## config.mk

```make
export PLATFORM = sky130hd
export DESIGN_NAME = exec_controller
export DESIGN_NICKNAME = d
export VERILOG_FILES = /design/src/rtl/exec_controller.sv
export SDC_FILE = /design/constraint.sdc
export NUM_CORES = 1
export LEC_CHECK = 0
export CAP_MARGIN = 20
export CORE_ASPECT_RATIO = 1.1
export CORE_UTILIZATION = 35
export DETAILED_ROUTE_END_ITERATION = 7
export PLACE_DENSITY = 0.63
export SLEW_MARGIN = 20
export SYNTH_ARGS = -nofsm -noshare
export SYNTH_HDL_FRONTEND = slang
export SYNTH_SLANG_ARGS = --single-unit
```

## constraint.sdc

```tcl
create_clock -name clk -period 4.6 [get_ports clk]
set_input_delay 0.92 -clock clk [delete_from_list [all_inputs] [get_ports clk]]
set_output_delay 0.92 -clock clk [all_outputs]
set_load 0.02 [all_outputs]
```

## src/rtl/exec_controller.sv

```systemverilog
// Execution sequencer: turns debounced step/run switches into a one-cycle CPU clock
// enable, paces free-run mode and halts on a PC breakpoint or a jump-to-self loop.
module exec_controller #(
   parameter int unsigned DEBOUNCE_CYCLES = 500000,
   parameter int unsigned RUN_DIV         = 25000000
) (
   input  logic        clk,
   input  logic        reset,
   input  logic        step_btn,
   input  logic        run_sw,
   input  logic        bp_en,
   input  logic [7:0]  bp_addr,
   input  logic [7:0]  pc,
   output logic        cpu_ce,
   output logic        halted,
   output logic [15:0] cycle_count,
   output logic [2:0]  state
);

   localparam int unsigned DB_W  = $clog2(DEBOUNCE_CYCLES + 1);
   localparam int unsigned DIV_W = $clog2(RUN_DIV + 1);
   localparam logic [DB_W-1:0]  DB_LAST  = DB_W'(DEBOUNCE_CYCLES - 1);
   localparam logic [DIV_W-1:0] DIV_LAST = DIV_W'(RUN_DIV - 1);

   typedef enum logic [2:0] {
      ST_IDLE     = 3'b000,
      ST_EXEC     = 3'b001,
      ST_CHECK    = 3'b010,
      ST_RUN_WAIT = 3'b011,
      ST_HALT     = 3'b100
   } state_e;

   // Switch path, bit 0 = step, bit 1 = run.
   logic [1:0]            sw_raw;
   logic [1:0]            meta_q;
   logic [1:0]            sync_q;
   logic [1:0]            deb_q, deb_d;
   logic [1:0][DB_W-1:0]  db_cnt_q, db_cnt_d;
   logic                  step_dly_q;
   logic                  step_edge;
   logic                  run_deb;

   // Sequencer.
   state_e                state_q, state_d;
   logic                  mode_run_q, mode_run_d;
   logic [DIV_W-1:0]      div_q, div_d;
   logic [7:0]            prev_pc_q, prev_pc_d;
   logic [15:0]           cnt_q, cnt_d;

   assign sw_raw    = {run_sw, step_btn};
   assign step_edge = deb_q[0] & ~step_dly_q;
   assign run_deb   = deb_q[1];

   always_ff @(posedge clk or posedge reset) begin
      if (reset) begin
         meta_q     <= '0;
         sync_q     <= '0;
         deb_q      <= '0;
         db_cnt_q   <= '0;
         step_dly_q <= 1'b0;
      end else begin
         meta_q     <= sw_raw;
         sync_q     <= meta_q;
         deb_q      <= deb_d;
         db_cnt_q   <= db_cnt_d;
         step_dly_q <= deb_q[0];
      end
   end

   // A level is accepted only after DEBOUNCE_CYCLES consecutive cycles of disagreement.
   always_comb begin
      deb_d    = deb_q;
      db_cnt_d = '0;
      for (int i = 0; i < 2; i++) begin
         if (sync_q[i] != deb_q[i]) begin
            if (db_cnt_q[i] == DB_LAST) begin
               deb_d[i] = sync_q[i];
            end else begin
               db_cnt_d[i] = db_cnt_q[i] + DB_W'(1);
            end
         end
      end
   end

   always_ff @(posedge clk or posedge reset) begin
      if (reset) begin
         state_q    <= ST_IDLE;
         mode_run_q <= 1'b0;
         div_q      <= '0;
         prev_pc_q  <= '0;
         cnt_q      <= '0;
      end else begin
         state_q    <= state_d;
         mode_run_q <= mode_run_d;
         div_q      <= div_d;
         prev_pc_q  <= prev_pc_d;
         cnt_q      <= cnt_d;
      end
   end

   always_comb begin
      state_d    = state_q;
      mode_run_d = mode_run_q;
      div_d      = div_q;
      prev_pc_d  = prev_pc_q;
      cnt_d      = cnt_q;
      unique case (state_q)
         ST_IDLE: begin
            if (run_deb) begin
               state_d    = ST_RUN_WAIT;
               mode_run_d = 1'b1;
               div_d      = '0;
            end else if (step_edge) begin
               state_d    = ST_EXEC;
               mode_run_d = 1'b0;
            end
         end
         ST_RUN_WAIT: begin
            div_d = div_q + DIV_W'(1);
            if (!run_deb) begin
               state_d = ST_IDLE;
            end else if (div_q == DIV_LAST) begin
               state_d = ST_EXEC;
            end
         end
         ST_EXEC: begin
            prev_pc_d = pc;
            if (cnt_q != 16'hFFFF) begin
               cnt_d = cnt_q + 16'd1;
            end
            state_d = ST_CHECK;
         end
         ST_CHECK: begin
            // pc here already reflects the instruction just executed.
            if (pc == prev_pc_q) begin
               state_d = ST_HALT;
            end else if (bp_en && (pc == bp_addr)) begin
               state_d = ST_HALT;
            end else if (mode_run_q && run_deb) begin
               state_d = ST_RUN_WAIT;
               div_d   = '0;
            end else begin
               state_d = ST_IDLE;
            end
         end
         ST_HALT: begin
            if (step_edge) begin
               state_d = ST_IDLE;
            end
         end
         default: state_d = ST_IDLE;
      endcase
   end

   always_comb begin
      cpu_ce = (state_q == ST_EXEC);
      halted = (state_q == ST_HALT);
      state  = state_q;
   end

   assign cycle_count = cnt_q;

   a_ce_single: assert property (@(posedge clk) disable iff (reset) cpu_ce |=> !cpu_ce);
   a_ce_not_halted: assert property (@(posedge clk) disable iff (reset) !(cpu_ce && halted));

endmodule

```

After elaboration in Yosys (flattened, before gate mapping)

Index checks and enable logic that the tools add are counted.

Logic and storage cells: 68
Bits of input ports: 21
Register bits after elaboration: 98
Output and inout bits: 21

Add/sub/neg operators: 4
Reduce and logical (&&, ||, !) cells: 11
Muxes and demuxes: 20
Bitwise gates (word level): 2
Equal/unequal tests: 19

Operators with widths:

| operator                                            | count |
|---|---|
| 2-to-1 mux 25 bit                                   | 4 |
| 2-to-1 mux 19 bit                                   | 4 |
| one-hot mux 25 bit (3 select lines)                 | 1 |
| adder 19 x 1 -> 19 bit, second input constant       | 2 |
| equality test 19 bit, second input constant         | 2 |
| adder 25 x 1 -> 25 bit, second input constant       | 1 |
| equality test 25 bit, second input constant         | 1 |
| 2-to-1 mux 3 bit                                    | 7 |
| adder 16 x 1 -> 16 bit, second input constant       | 1 |
| equality test 8 bit                                 | 2 |
| inequality test 16 bit, second input constant       | 1 |
| one-hot mux 3 bit (5 select lines)                  | 1 |
| inequality test 2 bit, second input constant        | 4 |
| AND reduction 2 bit                                 | 4 |
| equality test 3 x 2 -> 1 bit, second input constant | 2 |
| inequality test 3 bit, second input constant        | 2 |
| AND reduction 5 bit                                 | 1 |
| equality test 3 x 1 -> 1 bit, second input constant | 1 |
| equality test 3 bit, second input constant          | 1 |
| logical NOT 3 bit                                   | 1 |
| AND reduction 3 bit                                 | 1 |
| nonzero test 3 bit                                  | 1 |
| logical AND 1 bit                                   | 2 |
| 2-to-1 mux 1 bit                                    | 2 |
| other kinds (6)                                     | 7 |

Logic depth before layout (Yosys ltp)

Gate-level depths: netlist of run 1.

Word-level depth: 5
Depth in mapped cells: 7
Mapped depth without buffers: 6

Worst setup path after synthesis of run 1

OpenSTA, ideal clock, no wires.

Kind: reg-to-output
From: register state_q[0], in the netlist state[0]
To: output port halted
Data required time: 3.680 ns
Path slack: 2.542 ns
Stages on the path, launching flop included: 3
Buffers on the path: 1
Data arrival time: 1.138 ns
Cells stage by stage: dfrtp_1 > buf_4 > nor3_1

Word-level cells in the longest chain between the ends: 1

Ends and longest elaborated chain:

| what                   | RTL line | source |
|---|---|---|
| start, declared        | 44       | `state_e state_q, state_d;` |
| start signal, assigned | 93       | `state_q <= state_d;` |
| equality test 3 bit    | 157      | `halted = (state_q == ST_HALT);` |
| end, declared          | 15       | `output logic halted,` |

Every way passes these cells.

Worst setup path in the final report of run 1

From: register state_q[0], in the netlist state[0]
To: output port cpu_ce

Word-level cells in the longest chain between the ends: 1

Ends and longest elaborated chain:

| what                         | RTL line | source |
|---|---|---|
| equality test 3 x 1 -> 1 bit | 156      | `cpu_ce = (state_q == ST_EXEC);` |
| end, declared                | 14       | `output logic cpu_ce,` |

Every way passes these cells.

==> results.json, run 1 <==
{
  "io_buffer_count": 41,
  "final_util_pct": 42.7,
  "worstSkewPairLatency_ps": 340,
  "drive_above_1_share_pct": 10.9,
  "grt_pass1_vias": 3570,
  "final-setup-viol-count": 0,
  "yosysTopAreaCell": "dfrtp_1",
  "coreArea_mm2": 0.0139,
  "synthCells": 483,
  "clock_skew_ps": 7.94,
  "vdd.ir_drop.worst_mv": 0.172,
  "status": "complete, no violations",
  "dpl_cell_area_mm2": 0.00560,
  "synth_edf_count": 0,
  "p_leak_nw": 2.60,
  "gp_congestion": 0.776,
  "slew_headroom_pct": 52.6,
  "htree_levels": 3,
  "drt_iter0_markers": 258,
  "crit_path_end_kind": "output pin",
  "cts_buffer_depth": 2,
  "clkSinkCount": 98,
  "slew_viol_final": 0,
  "grt_overflow": 0,
  "grt_pass1_wl_um": 16500,
  "hold_ws_ps": 345,
  "avgRoutedWirePerCell_um": 13.1,
  "synth-main-ff-cell": "dfrtp_1",
  "areaGrowthSynthToFinish_pct": 18.7,
  "cts_buffers": 9,
  "synth.yosys.seq_area_share_pct": 49.0,
  "track_usage_pct": 14.0,
  "num_vias": 3550,
  "num_rows": 45,
  "yosys-top-cells-count": "dfrtp_1, nor2_1, xnor2_1, nand2_1, xor2_1",
  "max_stage_delay_ps": 640,
  "synth_fp_nets": 508,
  "timing.final.crit_share_pct": 59.6,
  "path_max_fanout": 10,
  "pwr_density_cell_mw_per_mm2": 300,
  "crit_arrival_ps": 1820,
  "fp.dieW_um": 116,
  "synth_area_per_cell_um2": 10.4,
  "ys_warn_count": 0,
  "cts_tree": "yes",
  "synthArstFlopShare_pct": 100,
  "finalInstanceArea_mm2": 0.00594,
  "grt_start_max_net_pins": 40,
  "crit_path_start_kind": "register",
  "drtPass1Iterations": 4,
  "postRouteAntennaNets": 0,
  "antenna_cells": 0,
  "totalWireLength_um": 9470,
  "synth_cell_types": 56,
  "viasPerCell": 4.93,
  "clock.fmax_ghz": 0.365,
  "antenna_found_initial": 0,
  "synth.top_cells.by_area": "dfrtp_1, xnor2_1, nor2_1",
  "mappedNetlistArea_mm2": 0.00500,
  "r2r_setup_slack_ps": 2600,
  "cts_root_buffer": "clkbuf_16",
  "tns_ps": 0,
  "path_cells": "nor3b_4, clkdlybuf4s50_1",
  "fin_crit_ps": 2740,
  "cts_setup_buffers": 0,
  "rsz0062_at_grt": "no",
  "synth_seq_cells": 98,
  "drv_cap": 0,
  "floorplan.initialDensity_pct": 36.0,
  "finalHoldViolations": 0,
  "drcViolationCount": 0,
  "path_class": "reg -> out",
  "fill_cells": 1329,
  "cts.reportedPaths.clkPinSlew_ps": 70,
  "die_h_um": 127,
  "critPathSlowestCell": "clkdlybuf4s50_1",
  "io_pins": 42,
  "dp_hpwl_um": 6820,
  "layout.nets": 552,
  "ctsHoldBuffers": 0,
  "hold_class": "reg -> reg",
  "cts_resized": 0,
  "yosysMostFrequentCell": "dfrtp_1",
  "dieArea_mm2": 0.0148,
  "worst_pin_slew_ps": 706,
  "synth_top_area_share_pct": 49.0,
  "worstPathRequired_ps": 3680
}
## cell families after synthesis
logic type,count (synthesis),share of synthesized area (%)
AO/OA/AOI/OAI,34,4.40
XOR/XNOR,81,14.2
flip-flops,98,49.0
AND/OR/NAND/NOR,220,25.2
buffers and inverters,32,3.13
adder cells (fa/ha/maj),4,1.00
multiplexers,14,3.08
## worst max-delay path, delay by kind of cell, from the launching register on
kind | cells | cell delay (ps)
flip-flops | 1 | 540
AND/OR/NAND/NOR | 1 | 300
buffers and inverters | 1 | 640
## area by class of cell
type / count / area [um^2] / area share [%]
clock buffers: 13 / 270 / 4.55
multi-input cells: 353 / 2400 / 40.4
well taps: 188 / 235 / 3.96
inverters: 21 / 81.3 / 1.37
repair buffers: 44 / 433 / 7.29
clock inverters: 3 / 68.8 / 1.16
flip-flops and latches: 98 / 2450 / 41.3
## where the power goes
group	switching (mW)	internal [mW]	total [mW]
registers	0.00575	0.867	0.873
clock network	0.319	0.524	0.843
logic	0.0366	0.0291	0.0657
## metal layers
layer  part of all wire, %  vias up  wire length, um  global-route usage [%]
met5                     0        -                0                       0
met3                   3.1       14              297                    2.75
met4                   1.6        0              156                    5.35
li1                      -     1769                -                       -
met2                    49       57             4640                    24.1
met1                    46     1710             4370                    17.2
## metrics by stage
stage               total power, mW  setup slack (ps)  std cells
floorplan                     0.927              1120        483
global placement              0.956              1490        704
detailed placement            0.958              1400        704
CTS                            1.80              1760        720
global route                   1.85              1770        720
finish                         1.78              1860        720
## final timing paths
| path | cells after the start | startpoint | endpoint |
|---|---|---|---|
| setup / recovery | 2 | state[0]$_DFFE_PP0P_ | cpu_ce |
| hold / removal | 0 | meta_q[1]$_DFF_PP0_ | sync_q[1]$_DFF_PP0_ |
| min in group asynchronous | 2 | reset | db_cnt_q[9]$_DFF_PP0_ |
| max in group asynchronous | 3 | reset | prev_pc_q[1]$_DFFE_PP0P_ |
| setup reg to reg | 4 | state[1]$_DFFE_PP0P_ | div_q[12]$_DFFE_PP0P_ |
| hold reg to reg | 0 | meta_q[1]$_DFF_PP0_ | sync_q[1]$_DFF_PP0_ |
## sequential cells by signal, indices dropped and copies added, names as in the netlist
name,flops
step_dly_q,1
mode_run_q,1
sync_q,2
cycle_count,16
div_q,25
meta_q,2
state,3
deb_q,2
prev_pc_q,8
db_cnt_q,38
## layout by cell type, fill, tap and decap left out, drive strengths merged, types with 13 or more instances in the layout
master,instances
dfrtp,98
xor2,26
nand3,29
nand2,37
clkdlybuf4s50,41
inv,22
nor3,15
nand4,24
xnor2,55
clkbuf,13
nor2,64
Note: power is estimated with default switching activity, not from simulation.
==> run 2, diff against run 1 <==
clock period = 2.6 ns   (was 4.6 ns; I/O delays follow)
==> run 2 against run 1 <==
Flip-flop and latch count stayed put. Global-route usage grew 0.30 points. First-iteration DRC count down 29%. Count of clock-buffer cells in the layout decreased by 3. Sequential share of layout area rose by 0.17 points. Setup slack got worse by 1600 ps. Combinational power up 86%. Die area stayed put. Critical path depth is 1 higher. Cell count up 0.42%. Critical path type unchanged. Highest routed layer unchanged.
==> results.json, run 2 (synthesized netlist as in run 1, its figures left out) <==
{
  "worstSkewPairLatency_ps": 350,
  "path_max_fanout": 6,
  "gp_congestion": 0.781,
  "path_class": "reg -> out",
  "timing.final.crit_share_pct": 91.5,
  "antenna_found_initial": 0,
  "io_pins": 42,
  "cts_root_buffer": "clkbuf_16",
  "final-setup-viol-count": 0,
  "reg2reg_to": "div_q[12]$_DFFE_PP0P_",
  "grt_start_max_net_pins": 53,
  "drv_cap": 0,
  "cts.reportedPaths.clkPinSlew_ps": 70,
  "crit_path_end_kind": "output pin",
  "layout_common_cells": "dfrtp_1, nor2_1, xnor2_1",
  "postRouteAntennaNets": 0,
  "mostFrequentLayoutCell": "dfrtp_1",
  "areaGrowthSynthToFinish_pct": 18.2,
  "worstPathRequired_ps": 2080,
  "clock.fmax_ghz": 0.420,
  "worst_pin_slew_ps": 1070,
  "hold_class": "reg -> reg",
  "num_rows": 45,
  "rsz0062_at_grt": "no",
  "coreArea_mm2": 0.0139,
  "crit_arrival_ps": 1860,
  "power_mw": 2.90,
  "vdd.ir_drop.worst_mv": 0.312,
  "floorplan.initialDensity_pct": 36.0,
  "dpl_cell_area_mm2": 0.00565,
  "htree_levels": 3,
  "die_h_um": 127,
  "cts_setup_buffers": 0,
  "p_leak_nw": 2.59,
  "drt_iter0_markers": 183,
  "dieArea_mm2": 0.0148,
  "crit_start": "state[2]$_DFFE_PP0P_",
  "drcViolationCount": 0,
  "top_register": "db_cnt_q",
  "num_vias": 3576,
  "r2r_setup_slack_ps": 350,
  "cts_resized": 0,
  "drtPass1Iterations": 4,
  "clkSinkCount": 98,
  "r2r.worst_path.cells": 4,
  "grt_pass1_wl_um": 16800,
  "final_util_pct": 42.5,
  "layout.nets": 555,
  "fp.dieW_um": 116,
  "avgRoutedWirePerCell_um": 13.2,
  "track_usage_pct": 14.3,
  "viasPerCell": 4.95,
  "crit_path_start_kind": "register",
  "io_buffer_count": 41,
  "totalWireLength_um": 9580,
  "dp_hpwl_um": 6830,
  "hold_ws_ps": 351,
  "cts_buffers": 9,
  "slew_headroom_pct": 28.3,
  "ctsHoldBuffers": 0,
  "cts_tree": "yes",
  "fin_ws_ps": 221,
  "drive_above_1_share_pct": 11.2,
  "place_ws_ps": -115,
  "clock_skew_ps": 9.52,
  "finalInstanceArea_mm2": 0.00592,
  "status": "complete, no violations",
  "fin_crit_ps": 2380,
  "worstSetupEndpoint": "halted",
  "antenna_cells": 0,
  "worstReg2RegStart": "state[1]$_DFFE_PP0P_",
  "largest_reg_flops": 38,
  "cts_buffer_depth": 2,
  "grt_pass1_vias": 3647,
  "slew_viol_final": 0,
  "finalHoldViolations": 0,
  "grt_overflow": 0,
  "pwr_density_cell_mw_per_mm2": 490
}
[run 2: cell count changes in the layout (fill, tap and decap cells not counted)]
cell,previous run,this run
buf_12,0,2
buf_4,3,4
bufinv_16,2,0
clkbuf_8,3,0
clkinv_2,0,3
clkinv_4,0,2
clkinvlp_4,0,1
inv_4,1,0
o21ai_0,6,7
o21ai_2,1,0
[run 2: report_power, final]
part | internal (mW) | switching (mW)
registers | 1.53 | 0.0102
clock network | 0.651 | 0.583
logic | 0.0556 | 0.0666
[run 2: per-stage QoR]
step | std cells | setup TNS [ps]
2_1_floorplan | 483 | 0
3_3_place_gp | 707 | -41.2
3_5_place_dp | 707 | -1160
4_1_cts | 723 | 0
5_1_grt | 723 | 0
6_report | 723 | 0
[run 2: final cells by class]
cell class	count	area (um^2)
fillers	1324	7990
flip-flops and latches	98	2450
multi-input cells	353	2400
clock buffers	10	229
clock inverters	6	41.3
well taps	188	235
inverters	21	82.6
repair buffers	47	480
[run 2: routing by layer]
metal / vias up / part of all wire (%) / global-route usage, %
li1: 1763 / - / -
met1: 1728 / 46 / 18.2
met2: 67 / 48 / 23.0
met3: 18 / 3.9 / 3.08
met4: 0 / 2.4 / 6.94
met5: - / 0 / 0
[run 2: how the worst min path moves through the flow]
stage,cells past startpoint,startpoint,end
3_3_place_gp,0,meta_q[0]$_DFF_PP0_,sync_q[0]$_DFF_PP0_
4_1_cts,0,meta_q[0]$_DFF_PP0_,sync_q[0]$_DFF_PP0_
6_report,0,meta_q[0]$_DFF_PP0_,sync_q[0]$_DFF_PP0_
2_1_floorplan,0,meta_q[0]$_DFF_PP0_,sync_q[0]$_DFF_PP0_
3_5_place_dp,0,meta_q[0]$_DFF_PP0_,sync_q[0]$_DFF_PP0_
5_1_grt,0,meta_q[0]$_DFF_PP0_,sync_q[0]$_DFF_PP0_
[run 2: worst max-delay path: stages, from the launching register on]
cell	delay, ps
dfrtp_1	510
inv_1	140
nor3_1	210
clkdlybuf4s50_1	660
